<file path="src/rtl/pov_pkg.sv">
// rtl/pov_pkg.sv - shared mode encodings, GRB pixel layout and byte helpers for the POV mapper
package pov_pkg;

  typedef enum logic [1:0] {
    LOOP     = 2'd0,
    PINGPONG = 2'd1,
    ONESHOT  = 2'd2,
    PAUSE    = 2'd3
  } mode_e;

  typedef logic [23:0] pixel_t;

  localparam int G_HI = 23;
  localparam int G_LO = 16;
  localparam int R_HI = 15;
  localparam int R_LO = 8;
  localparam int B_HI = 7;
  localparam int B_LO = 0;

  // Each colour byte is shifted on its own so no bits leak between G, R and B.
  function automatic pixel_t scale_px(pixel_t p, logic [1:0] sh);
    pixel_t r;
    r[G_HI:G_LO] = p[G_HI:G_LO] >> sh;
    r[R_HI:R_LO] = p[R_HI:R_LO] >> sh;
    r[B_HI:B_LO] = p[B_HI:B_LO] >> sh;
    return r;
  endfunction

  function automatic logic [7:0] gamma8(logic [7:0] x);
    logic [15:0] sq;
    sq = {8'd0, x} * {8'd0, x};
    return sq[15:8];
  endfunction

  function automatic pixel_t gamma_px(pixel_t p);
    pixel_t r;
    r[G_HI:G_LO] = gamma8(p[G_HI:G_LO]);
    r[R_HI:R_LO] = gamma8(p[R_HI:R_LO]);
    r[B_HI:B_LO] = gamma8(p[B_HI:B_LO]);
    return r;
  endfunction

endpackage

</file>
<file path="src/rtl/pov_frame_sequencer.sv">
// rtl/pov_frame_sequencer.sv - frame timer and play-mode FSM producing frame_idx and frame_tick
module pov_frame_sequencer
  import pov_pkg::*;
#(
  parameter int NUM_FRAMES       = 30,
  parameter int CYCLES_PER_FRAME = 6_666_667,
  parameter int FRAME_W          = 8
) (
  input  logic               clk,
  input  logic               reset,
  input  logic [1:0]         mode,
  output logic [FRAME_W-1:0] frame_idx,
  output logic               frame_tick
);

  localparam int TW = (CYCLES_PER_FRAME > 1) ? $clog2(CYCLES_PER_FRAME) : 1;
  localparam logic [TW-1:0]      T_LAST = TW'(CYCLES_PER_FRAME - 1);
  localparam logic [FRAME_W-1:0] F_LAST = FRAME_W'(NUM_FRAMES - 1);

  logic [TW-1:0]      timer_q;
  logic [FRAME_W-1:0] frame_q, frame_d;
  logic               up_q, up_d;
  mode_e              mode_q;
  logic               tick;

  assign tick       = (timer_q == T_LAST);
  assign frame_tick = tick & ~reset;
  assign frame_idx  = frame_q;

  always_comb begin
    frame_d = frame_q;
    up_d    = up_q;
    case (mode_e'(mode))
      LOOP:    frame_d = (frame_q >= F_LAST) ? '0 : frame_q + 1'b1;
      PINGPONG: begin
        // Entering from another mode restarts upward; the endpoint clamps turn it around.
        up_d = (mode_q != PINGPONG) ? 1'b1 : up_q;
        if (frame_q >= F_LAST)   up_d = 1'b0;
        else if (frame_q == '0)  up_d = 1'b1;
        if (NUM_FRAMES > 1) frame_d = up_d ? frame_q + 1'b1 : frame_q - 1'b1;
      end
      ONESHOT: if (frame_q < F_LAST) frame_d = frame_q + 1'b1;
      default: frame_d = frame_q;
    endcase
  end

  always_ff @(posedge clk or posedge reset) begin
    if (reset) begin
      timer_q <= '0;
      frame_q <= '0;
      up_q    <= 1'b1;
      mode_q  <= LOOP;
    end else begin
      timer_q <= tick ? '0 : timer_q + 1'b1;
      if (tick) begin
        frame_q <= frame_d;
        up_q    <= up_d;
        mode_q  <= mode_e'(mode);
      end
    end
  end

endmodule

</file>
<file path="src/rtl/pov_pixel_mapper.sv">
// rtl/pov_pixel_mapper.sv - multi-blade frame/angle texture fetch arbiter with tagged pixel return
// Optional POV_GAMMA_EN adds a squared-gamma stage (one extra cycle of latency).
module pov_pixel_mapper
  import pov_pkg::*;
#(
  parameter int NUM_CH           = 2,
  parameter int LED_COUNT        = 52,
  parameter int TEX_WIDTH        = 64,
  parameter int THETA_BITS       = 6,
  parameter int NUM_FRAMES       = 30,
  parameter int CYCLES_PER_FRAME = 6_666_667,
  parameter int ROM_LAT          = 1,
  parameter int PX_W             = 6,
  parameter int FRAME_W          = 8,
  parameter int ADDR_W           = $clog2(TEX_WIDTH * LED_COUNT * NUM_FRAMES)
) (
  input  logic                   clk,
  input  logic                   reset,
  input  logic [THETA_BITS-1:0]  theta,
  input  logic [1:0]             mode,
  input  logic [1:0]             brightness,
  input  logic [NUM_CH-1:0]      req,
  input  logic [NUM_CH*PX_W-1:0] px_idx,
  output logic [NUM_CH-1:0]      gnt,
  output logic [ADDR_W-1:0]      rom_addr,
  input  logic [23:0]            rom_data,
  output logic [NUM_CH-1:0]      pix_valid,
  output logic [23:0]            pix_data,
  output logic [FRAME_W-1:0]     frame_idx,
  output logic                   frame_tick
);

  localparam int CW      = (NUM_CH > 1) ? $clog2(NUM_CH) : 1;
  localparam int WW      = ADDR_W + FRAME_W;
  localparam int SPACING = TEX_WIDTH / NUM_CH;

  pov_frame_sequencer #(
    .NUM_FRAMES      (NUM_FRAMES),
    .CYCLES_PER_FRAME(CYCLES_PER_FRAME),
    .FRAME_W         (FRAME_W)
  ) u_seq (
    .clk       (clk),
    .reset     (reset),
    .mode      (mode),
    .frame_idx (frame_idx),
    .frame_tick(frame_tick)
  );

  logic [CW-1:0]         ptr_q, gnt_ch, idx;
  logic                  gnt_any;
  logic [PX_W-1:0]       px;
  logic [THETA_BITS-1:0] col;
  logic [ADDR_W-1:0]     rom_addr_d, rom_addr_q;

  // Scan from the highest offset down so the channel at the pointer wins last.
  always_comb begin
    gnt_any = 1'b0;
    gnt_ch  = '0;
    idx     = '0;
    gnt     = '0;
    for (int k = NUM_CH - 1; k >= 0; k--) begin
      idx = CW'((int'(ptr_q) + k) % NUM_CH);
      if (req[idx]) begin
        gnt_any = 1'b1;
        gnt_ch  = idx;
      end
    end
    if (gnt_any && !reset) gnt[gnt_ch] = 1'b1;
  end

  assign px         = px_idx[gnt_ch*PX_W +: PX_W];
  assign col        = theta + THETA_BITS'(int'(gnt_ch) * SPACING);
  assign rom_addr_d = ADDR_W'(WW'(frame_idx) * WW'(TEX_WIDTH * LED_COUNT)
                             + WW'(px) * WW'(TEX_WIDTH) + WW'(col));
  assign rom_addr   = rom_addr_q;

  logic          tv_q  [ROM_LAT+1];
  logic          tbl_q [ROM_LAT+1];
  logic [CW-1:0] tch_q [ROM_LAT+1];

  always_ff @(posedge clk or posedge reset) begin
    if (reset) begin
      ptr_q      <= '0;
      rom_addr_q <= '0;
      for (int i = 0; i <= ROM_LAT; i++) begin
        tv_q[i]  <= 1'b0;
        tbl_q[i] <= 1'b0;
        tch_q[i] <= '0;
      end
    end else begin
      if (gnt_any) begin
        ptr_q      <= (gnt_ch == CW'(NUM_CH - 1)) ? '0 : gnt_ch + 1'b1;
        rom_addr_q <= rom_addr_d;
      end
      tv_q[0]  <= gnt_any;
      tbl_q[0] <= (int'(px) >= LED_COUNT);
      tch_q[0] <= gnt_ch;
      for (int i = 1; i <= ROM_LAT; i++) begin
        tv_q[i]  <= tv_q[i-1];
        tbl_q[i] <= tbl_q[i-1];
        tch_q[i] <= tch_q[i-1];
      end
    end
  end

  logic          fin_valid, fin_blank;
  logic [CW-1:0] fin_ch;
  pixel_t        fin_px;

`ifdef POV_GAMMA_EN
  logic          g_v_q, g_bl_q;
  logic [CW-1:0] g_ch_q;
  pixel_t        g_px_q;

  always_ff @(posedge clk or posedge reset) begin
    if (reset) begin
      g_v_q  <= 1'b0;
      g_bl_q <= 1'b0;
      g_ch_q <= '0;
      g_px_q <= '0;
    end else begin
      g_v_q  <= tv_q[ROM_LAT];
      g_bl_q <= tbl_q[ROM_LAT];
      g_ch_q <= tch_q[ROM_LAT];
      g_px_q <= gamma_px(rom_data);
    end
  end

  assign fin_valid = g_v_q;
  assign fin_blank = g_bl_q;
  assign fin_ch    = g_ch_q;
  assign fin_px    = g_px_q;
`else
  assign fin_valid = tv_q[ROM_LAT];
  assign fin_blank = tbl_q[ROM_LAT];
  assign fin_ch    = tch_q[ROM_LAT];
  assign fin_px    = rom_data;
`endif

  logic [NUM_CH-1:0] pix_valid_q;
  pixel_t            pix_data_q;

  always_ff @(posedge clk or posedge reset) begin
    if (reset) begin
      pix_valid_q <= '0;
      pix_data_q  <= '0;
    end else begin
      pix_valid_q <= fin_valid ? (NUM_CH'(1) << fin_ch) : '0;
      if (fin_valid) pix_data_q <= fin_blank ? '0 : scale_px(fin_px, brightness);
    end
  end

  assign pix_valid = pix_valid_q;
  assign pix_data  = pix_data_q;

endmodule

</file>
<file path="config.mk">
export PLATFORM = sky130hd
export DESIGN_NAME = pov_pixel_mapper
export DESIGN_NICKNAME = d
export VERILOG_FILES = /design/src/rtl/pov_pkg.sv /design/src/rtl/pov_frame_sequencer.sv /design/src/rtl/pov_pixel_mapper.sv
export SDC_FILE = /design/constraint.sdc
export NUM_CORES = 1
export LEC_CHECK = 0
export ABC_AREA = 1
export CORE_MARGIN = 2
export CORE_UTILIZATION = 48
export CTS_CLUSTER_DIAMETER = 30
export DETAILED_ROUTE_END_ITERATION = 8
export PLACE_DENSITY = 0.77
export SLEW_MARGIN = 15
export SYNTH_ARGS = -nofsm -noshare
export SYNTH_HDL_FRONTEND = slang
export SYNTH_SLANG_ARGS = --single-unit
export TNS_END_PERCENT = 100
</file>
<file path="constraint.sdc">
create_clock -name clk -period 2.7 [get_ports clk]
set_input_delay 0.675 -clock clk [delete_from_list [all_inputs] [get_ports clk]]
set_output_delay 0.675 -clock clk [all_outputs]
set_load 0.02 [all_outputs]
</file>
==> flow_summary.toml, run 1 <==
[yosys]
synth_cell_types = 42
synthesis.instances = 738
synth_top_cell_area_share = 0.372
syn_nets = 828
synth_flop_cell = "dfrtp_1"
yosys.area.top_type = "dfrtp_1"
avgSynthCellArea_um2 = 7.57
yosysWarnings = 0
synthTopCellsByCount = "214 x nand2_1, 90 x inv_1, 83 x dfrtp_1"
ys_seq_area_frac = 0.376
synth_edf_count = 0
yosysMostFrequentCell = "nand2_1"
netlist_area_um2 = 5590
ys_ff_latch = 84
ys_async_sr_fraction = 1.00
synthTopCellsByArea = "dfrtp_1 37%, nand2_1 14%, ha_1 7.8%"

[global_routing]
grt_pass1_vias = 5402
met2_usage = 0.411
use_met1 = 0.312
grt_max_degree = 41
antenna_found_initial = 0
grt_pass1_wl_mm = 25.0
busiest_layer = "met2"
grt_usage = 0.243
grtUsageMet3 = 0.0348
grt-ovfl-total = 0

[placed_design]
dp_hpwl_mm = 11.2
port_buffers = 103
placed_cells = 1009
gp_congestion = 0.920
place_area_um2 = 7060

[timing]
fin_crit_ns = 2.65
fin_worst_skew_ns = 0.00836
hold_viol = 0
slew_headroom = 0.588
max_freq_mhz = 377
setup_viol = 0
tightest_slew_ns = 0.617
slew_viol_final = 0
worst_hold_slack_ns = 0.349
layout_worst_path_cycle_share = 0.983

[hold_path]
worstHoldPathCells = 0
min_to = "fin_valid$_DFF_PP0_"
worstHoldStart = "tv_q[1]$_DFF_PP0_"
hold_path_class = "flop to flop"

[setup_path]
path_max_fanout = 5
cp-end-kind = "flop"
start_kind = "flop"
worst-setup-path-type = "flop to flop"
reg2reg_from = "u_seq.frame_idx[1]$_DFFE_PP0P_"
rr_worst_depth = 13
r2r_setup_slack_ns = 0.05
critical_path_arrival_ns = 2.93
required_ns = 2.98
r2r-end = "rom_addr[15]$_DFFE_PP0N_"

[floorplanning]
io_pins = 104
die_h_um = 112
start_util = 0.492
core_um2 = 11400
die_area_um2 = 12500
fp.dieW_um = 112
rows = 39

[drt]
post_drt_wl_per_cell_um = 14.6
drt-initial-drc-count = 262
ant_nets = 0
routed_via_density = 5.29
dr_total_vias = 5459
drc = 0
drt_wl_total_mm = 15.1
dr.pass1.iters = 5

[final_layout]
layout.cells.non_filler = 1032
multiInputGateArea_um2 = 3120
num_antenna_cells = 0
drive_gt1_frac = 0.165
fillers = 976
final-seq-area_um2 = 2110
synthToLayoutAreaGrowth_pct = 35.0
post-route-cell-area_um2 = 7540
fin_nets = 974

[clock_tree]
worstSkewPairLatency_ns = 0.35
clk_pin_slew_ns = 0.07
ctsHoldBuffers = 0
cts_max_path_buffers = 2
cts.sinks = 84
cts_tree = "yes"
cts_root_buf = "clkbuf_16"
cts_buffers = 9
htreeDepth = 3

[outcome]
status = "finished clean"

[power]
vdd_drop_max_v = 0.000610
power_density_nw_per_um2 = 611
leakage_uw = 0.00363

[run]
cap_violations = 0
-- cells in the final DEF, fill, tap and decap left out, types with 4 or more instances in the layout --
cell,Yosys,routed
dlygate4sd2_1,0,4
fa_1,5,4
xor2_1,21,21
clkbuf_16,0,9
a21oi_1,12,12
nor3_1,8,7
clkdlybuf4s50_1,0,98
o21ai_1,5,8
nand2_2,4,8
o21ai_0,39,36
dfrtp_2,0,5
nor2_1,56,54
ha_2,0,5
inv_1,90,82
nand2_1,214,210
nor2_4,4,5
nand3_1,50,48
nor3_2,3,4
or2_2,5,5
o211ai_1,12,12
ha_1,35,27
a21oi_2,6,6
xnor2_1,9,7
buf_4,1,45
inv_2,12,17
nor4_1,6,6
nand4_1,14,14
nand3_2,5,7
nor2_2,4,5
dfrtp_1,83,78
-- cell type report --
| cell class | count | share of cell area |
|---|---|---|
| inverters | 105 | 0.0536 |
| repair buffers | 150 | 0.186 |
| clock inverters | 7 | 0.0126 |
| well taps | 143 | 0.0237 |
| multi-input cells | 534 | 0.414 |
| clock buffers | 9 | 0.0299 |
| flip-flops and latches | 84 | 0.280 |
-- kinds of logic (layout without fill, tap and decap cells) --
kind of cell / count (synthesis) / after routing / synth area share
adder cells (fa/ha/maj): 40 / 40 / 0.0963
AND/OR/NAND/NOR: 380 / 380 / 0.306
flip-flops: 84 / 84 / 0.376
XOR/XNOR: 30 / 30 / 0.0470
buffers and inverters: 120 / 271 / 0.0839
AO/OA/AOI/OAI: 84 / 84 / 0.0904
-- how the worst max path moves through the flow --
| stage | startpoint | endpoint | slack, ns | cells after the start |
|---|---|---|---|---|
| 3_3_place_gp | req[0] | rom_addr[14]$_DFFE_PP0N_ | -0.34 | 16 |
| 6_report | u_seq.frame_idx[1]$_DFFE_PP0P_ | rom_addr[15]$_DFFE_PP0N_ | 0.05 | 13 |
| 4_1_cts | u_seq.frame_idx[1]$_DFFE_PP0P_ | rom_addr[15]$_DFFE_PP0N_ | 0.004 | 13 |
| 2_1_floorplan | u_seq.frame_idx[1]$_DFFE_PP0P_ | rom_addr[15]$_DFFE_PP0N_ | 0.05 | 13 |
| 5_1_grt | u_seq.frame_idx[1]$_DFFE_PP0P_ | rom_addr[15]$_DFFE_PP0N_ | -0.06 | 13 |
| 3_5_place_dp | req[0] | rom_addr[14]$_DFFE_PP0N_ | -0.52 | 16 |
-- layer usage --
layer	wire [um]	up-vias
met5	0	-
met4	353	0
met3	800	32
met2	7560	172
met1	6360	2595
li1	-	2660
-- metrics by stage --
| step | setup TNS (ns) | utilization | power (uW) | worst slack, ns |
|---|---|---|---|---|
| floorplan | 0 | - | 2430 | 0.0467 |
| global placement | -1.63 | 0.621 | 3110 | -0.343 |
| detailed placement | -2.85 | 0.621 | 3150 | -0.522 |
| CTS | 0 | 0.654 | 4520 | 0.00397 |
| global route | -0.0928 | 0.663 | 4840 | -0.0592 |
| finish | 0 | 0.663 | 4610 | 0.0465 |
-- flip-flops by register name, indices dropped and copies added (netlist names) --
| signal | cells |
|---|---|
| ptr_q | 1 |
| u_seq.frame_idx | 8 |
| u_seq.up_q | 1 |
| pix_valid | 2 |
| rom_addr | 17 |
| tbl_q | 1 |
| fin_blank | 1 |
| tch_q | 1 |
| u_seq.mode_q | 2 |
| fin_valid | 1 |
| u_seq.timer_q | 23 |
| tv_q | 1 |
| pix_data | 24 |
| fin_ch | 1 |
-- timing repair --
action	4_1_cts	5_1_grt
gates resized for setup	13	26
setup endpoints to repair	7	6
pin swaps	4	13
buffers inserted	4	3
-- report_power, final --
group / switching (uW) / internal, uW / total (uW)
clock: 581 / 744 / 1330
combinational: 953 / 785 / 1740
sequential: 117 / 1430 / 1550
total: 1650 / 2960 / 4610
-- worst max-delay path, cell delays in order (launching register included) --
cell	delay [ns]
dfrtp_2	0.46
inv_4	0.11
ha_4	0.20
ha_1	0.28
ha_2	0.19
inv_1	0.08
fa_2	0.48
nor2_2	0.17
nand4_1	0.13
nand3_2	0.11
nand2_2	0.08
o21ai_1	0.12
nand2_1	0.06
o21ai_1	0.11
Power figures use the tool's default switching activity.
==> run 2, diff against run 1 <==
CORE_MARGIN = 3   (was 2)
==> flow_summary.toml, run 2 (synthesis results as in run 1) <==
[setup_path]
reg2reg_from = "u_seq.frame_idx[1]$_DFFE_PP0P_"
path_max_fanout = 3
cp_cell_sequence = "inv_2, ha_1, ha_1, ha_2, inv_2, fa_2, nor2_4, nand4_1, nand3_2, nand2_2, o21ai_1, nand2_1, o21ai_1"
cp-end-kind = "flop"
path_depth = 13
r2r-end = "rom_addr[15]$_DFFE_PP0N_"
slowest_stage = "fa_2"
path_buf_inv = 2
worst-setup-path-type = "flop to flop"
required_ns = 2.98
start_kind = "flop"
rr_worst_depth = 13
crit_family = "adder cells"
critical_path_arrival_ns = 2.89
max_stage_delay_ns = 0.51
r2r_setup_slack_ns = 0.09

[hold_path]
worstHoldPathCells = 0
worstHoldStart = "tbl_q[1]$_DFF_PP0_"
min_to = "fin_blank$_DFF_PP0_"
hold_path_class = "flop to flop"

[final_layout]
num_antenna_cells = 0
post-route-cell-area_um2 = 7430
final_util = 0.668
fin_nets = 967
largest_reg_flops = 24
layout_common_cells = "210 x nand2_1, 98 x clkdlybuf4s50_1, 86 x inv_1, 78 x dfrtp_1, 54 x nor2_1"
drive_gt1_frac = 0.154
fillers = 939
synthToLayoutAreaGrowth_pct = 33.0
mostFrequentLayoutCell = "nand2_1"
layout.cells.non_filler = 1022

[drt]
drt-initial-drc-count = 411
ant_nets = 0
dr.pass1.iters = 6
drc = 0
dr_total_vias = 5440
routed_via_density = 5.32
post_drt_wl_per_cell_um = 14.7
drt_wl_total_mm = 15.1

[placed_design]
placed_cells = 1003
port_buffers = 103
place_area_um2 = 7020
dp_hpwl_mm = 11.2
gp_congestion = 0.905

[timing]
setup_viol = 0
max_freq_mhz = 384
slew_viol_final = 0
tightest_slew_ns = 0.622
fin_crit_ns = 2.61
slew_headroom = 0.585
layout_worst_path_cycle_share = 0.965
rsz0062_at_grt = "yes"
hold_viol = 0
fin_setup_tns_ns = 0
fin_worst_skew_ns = 0.0101

[clock_tree]
cts_max_path_buffers = 2
worstSkewPairLatency_ns = 0.35
cts.sinks = 84
clk_pin_slew_ns = 0.07
cts_buffers = 9
htreeDepth = 3
cts_tree = "yes"
ctsHoldBuffers = 0
cts_root_buf = "clkbuf_16"

[power]
vdd_drop_max_v = 0.000487
leakage_uw = 0.00358
clkPwrFrac = 0.274
finalPower_uw = 4480
intPower_uw = 2840
netSwitchingFraction = 0.366
netSwitchingPower_uw = 1640
power_density_nw_per_um2 = 603
pwr-share-comb = 0.380
seqPwrFrac = 0.346

[global_routing]
grt_pass1_vias = 5452
grt_usage = 0.240
antenna_found_initial = 0
grt_pass1_wl_mm = 25.2
grt_max_degree = 79
grt-ovfl-total = 0

[floorplanning]
rows = 38
die_area_um2 = 13000
start_util = 0.502
core_um2 = 11100
die_h_um = 114
io_pins = 104
fp.dieW_um = 114

[run]
cap_violations = 0

[outcome]
status = "finished clean"
==> run 2: changes by cell type in the layout (fill, tap and decap cells not counted), moves of 2 or more <==
cell           delta
inv_2             -3
dlygate4sd2_1     -4
inv_1             +4
inv_6             +3
ha_2              -2
ha_1              +3
buf_4             -6
==> run 2: power by group through the flow <==
stage | logic (uW) | clock network (uW) | registers (uW)
2_1_floorplan | 686 | 0 | 1750
3_3_place_gp | 1540 | 0 | 1560
3_5_place_dp | 1580 | 0 | 1560
4_1_cts | 1610 | 1250 | 1550
5_1_grt | 1850 | 1310 | 1570
6_report | 1700 | 1230 | 1550
==> run 2: what timing repair did <==
action,4_1_cts,5_1_grt
buffers inserted,1,2
resized for setup,10,28
pin swaps,2,9
endpoints found under the setup margin,6,7
==> run 2: worst max-delay path by stage <==
stage,start,endpoint,slack [ns]
after floorplan,u_seq.frame_idx[1]$_DFFE_PP0P_,rom_addr[15]$_DFFE_PP0N_,0.05
after global placement,req[0],rom_addr[14]$_DFFE_PP0N_,-0.35
after detailed placement,req[0],rom_addr[14]$_DFFE_PP0N_,-0.42
after CTS,req[0],rom_addr[14]$_DFFE_PP0N_,0.001
after global routing,u_seq.frame_idx[1]$_DFFE_PP0P_,rom_addr[15]$_DFFE_PP0N_,-0.03
final,u_seq.frame_idx[1]$_DFFE_PP0P_,rom_addr[15]$_DFFE_PP0N_,0.09
==> run 2: per-layer routing <==
| layer | global-route usage | share of wire |
|---|---|---|
| met1 | 0.316 | 0.43 |
| met4 | 0.0879 | 0.024 |
| met3 | 0.0472 | 0.057 |
| met5 | 0 | 0 |
| met2 | 0.395 | 0.49 |
==> run 2: cell type report <==
| type | instances | area [um^2] | share of cell area |
|---|---|---|---|
| Inverter | 105 | 402 | 0.0540 |
| Tap cell | 140 | 175 | 0.0236 |
| Clock inverter | 7 | 65.1 | 0.00875 |
| Timing Repair Buffer | 143 | 1350 | 0.181 |
| Clock buffer | 9 | 225 | 0.0303 |
| Multi-Input combinational cell | 534 | 3110 | 0.419 |
| Sequential cell | 84 | 2110 | 0.284 |
==> run 2: metrics by stage <==
| stage | worst slack (ns) | hold slack [ns] |
|---|---|---|
| 2_1_floorplan | 0.0467 | 0.331 |
| 3_3_place_gp | -0.349 | 0.333 |
| 3_5_place_dp | -0.425 | 0.335 |
| 4_1_cts | 0.00104 | 0.351 |
| 5_1_grt | -0.0329 | 0.359 |
| 6_report | 0.0942 | 0.350 |
==> run 3, diff against run 2 <==
CORE_MARGIN = unset   (was 3)
CORE_UTILIZATION = 49   (was 48)
CTS_BUF_LIST = sky130_fd_sc_hd__clkbuf_2   (was unset)
HOLD_SLACK_MARGIN = 0.02   (was unset)
PLACE_DENSITY = 0.79   (was 0.77)
==> flow_summary.toml, run 3 (synthesis results as in run 1) <==
[global_routing]
grt-ovfl-total = 0
grt_pass1_vias = 5397
grt_max_degree = 44
grt_usage = 0.267
antenna_found_initial = 0
grt_pass1_wl_mm = 24.5

[timing]
tightest_slew_ns = 0.632
hold_viol = 0
timing.final.ws_setup_ns = 0.0681
setup_viol = 0
fin_worst_skew_ns = 0.0515
slew_viol_final = 0
fin_crit_ns = 2.63
slew_headroom = 0.578
layout_worst_path_cycle_share = 0.975
rsz0062_at_grt = "yes"
worst_hold_slack_ns = 0.404
fin_setup_tns_ns = 0
max_freq_mhz = 380

[run]
cap_violations = 0

[drt]
drc = 0
routed_via_density = 5.34
drt-initial-drc-count = 317
dr.pass1.iters = 5
drt_wl_total_mm = 14.8
ant_nets = 0
post_drt_wl_per_cell_um = 14.5
dr_total_vias = 5475

[placed_design]
placed_cells = 1005
gp_congestion = 0.924
pre_cts_ws_ns = -0.527
port_buffers = 103
dp_hpwl_mm = 11.2

[clock_tree]
cts_buffers = 9
cts_max_path_buffers = 2
cts_root_buf = "clkbuf_2"
ctsHoldBuffers = 0
clk_pin_slew_ns = 0.29
htreeDepth = 3
cts_tree = "yes"
worstSkewPairLatency_ns = 0.64
cts.sinks = 84

[hold_path]
worstHoldStart = "tv_q[1]$_DFF_PP0_"
hold_path_class = "flop to flop"
min_to = "fin_valid$_DFF_PP0_"
worstHoldPathCells = 0

[floorplanning]
io_pins = 104
fp.dieW_um = 109
start_util = 0.509
die_h_um = 109
die_area_um2 = 11800
core_um2 = 11000
rows = 38

[final_layout]
final-seq-area_um2 = 2110
synthToLayoutAreaGrowth_pct = 31.2
mostFrequentLayoutCell = "nand2_1"
layout.cells.non_filler = 1026
layout_common_cells = "211 x nand2_1, 99 x clkdlybuf4s50_1, 84 x inv_1, 77 x dfrtp_1, 54 x nor2_1"
multiInputGateArea_um2 = 3140
largest_reg_flops = 24
drive_gt1_frac = 0.160
fillers = 914
fin_nets = 971
num_antenna_cells = 0

[power]
netSwitchingFraction = 0.388
power_density_nw_per_um2 = 542
clkPwrFrac = 0.187
intPower_uw = 2430
pwr-share-comb = 0.425
netSwitchingPower_uw = 1540
vdd_drop_max_v = 0.000562
leakage_uw = 0.00353
seqPwrFrac = 0.389

[setup_path]
cp-end-kind = "output pin"
r2r_setup_slack_ns = 0.09
critical_path_arrival_ns = 1.96
required_ns = 2.03
start_kind = "input pin"
worst-setup-path-type = "input pin to output pin"
rr_worst_depth = 14
path_max_fanout = 7
reg2reg_from = "u_seq.frame_idx[1]$_DFFE_PP0P_"
r2r-end = "rom_addr[14]$_DFFE_PP0N_"

[outcome]
status = "finished clean"
==> run 3: cell types whose count changed in the layout (fill, tap and decap cells not counted), moves of 2 or more <==
| cell | before | now |
|---|---|---|
| buf_4 | 39 | 44 |
| clkbuf_16 | 9 | 0 |
| clkbuf_2 | 1 | 10 |
| ha_1 | 30 | 27 |
| ha_4 | 2 | 6 |
| inv_1 | 86 | 84 |
| inv_2 | 14 | 16 |
| nand2_2 | 8 | 6 |
==> run 3: final cells by class <==
type,instances,share of cell area
well taps,140,0.0239
repair buffers,147,0.188
multi-input cells,534,0.428
clock inverters,7,0.0116
flip-flops and latches,84,0.288
clock buffers,9,0.00614
inverters,105,0.0548
==> run 3: worst max-delay path by stage <==
| stage | start | to | slack (ns) | depth (start not counted) |
|---|---|---|---|---|
| floorplan | u_seq.frame_idx[1]$_DFFE_PP0P_ | rom_addr[15]$_DFFE_PP0N_ | 0.05 | 13 |
| global placement | req[1] | gnt[1] | -0.34 | 7 |
| detailed placement | req[0] | rom_addr[14]$_DFFE_PP0N_ | -0.53 | 16 |
| CTS | u_seq.timer_q[0]$_DFF_PP0_ | frame_tick | -0.001 | 7 |
| global route | u_seq.frame_idx[0]$_DFFE_PP0P_ | rom_addr[15]$_DFFE_PP0N_ | -0.04 | 13 |
| finish | req[0] | gnt[1] | 0.07 | 8 |
==> run 3: metal layers <==
metal	GRT usage	vias to the layer above	wire length, um
li1	-	2646	-
met2	0.448	205	7260
met4	0.127	0	454
met1	0.333	2583	6300
met3	0.0460	41	824
met5	0	-	0
==> run 3: power by group through the flow <==
stage	Clock (uW)	Sequential (uW)	Combinational [uW]
2_1_floorplan	0	1750	686
3_3_place_gp	0	1560	1550
3_5_place_dp	0	1560	1590
4_1_cts	766	1540	1610
5_1_grt	816	1560	1840
6_report	742	1540	1690
==> run 3: stage by stage <==
stage               power [uW]  instance area, um^2  utilization
floorplan                 2430                 5600            -
global placement          3110                 7050        0.642
detailed placement        3150                 7050        0.642
CTS                       3920                 7190        0.655
global route              4220                 7330        0.668
finish                    3970                 7330        0.668
==> run 3: critical path, cell delays in order <==
cell	delay (ns)
clkdlybuf4s50_1	0.44
nand2_1	0.11
inv_2	0.06
nor2_4	0.13
inv_2	0.09
buf_4	0.14
nor2_1	0.15
buf_4	0.17
==> run 3: what timing repair did <==
| action | CTS | global route |
|---|---|---|
| buffers inserted | 2 | 3 |
| setup endpoints to repair | 5 | 7 |
| resized for setup | 14 | 31 |
| pin swaps | 4 | 10 |
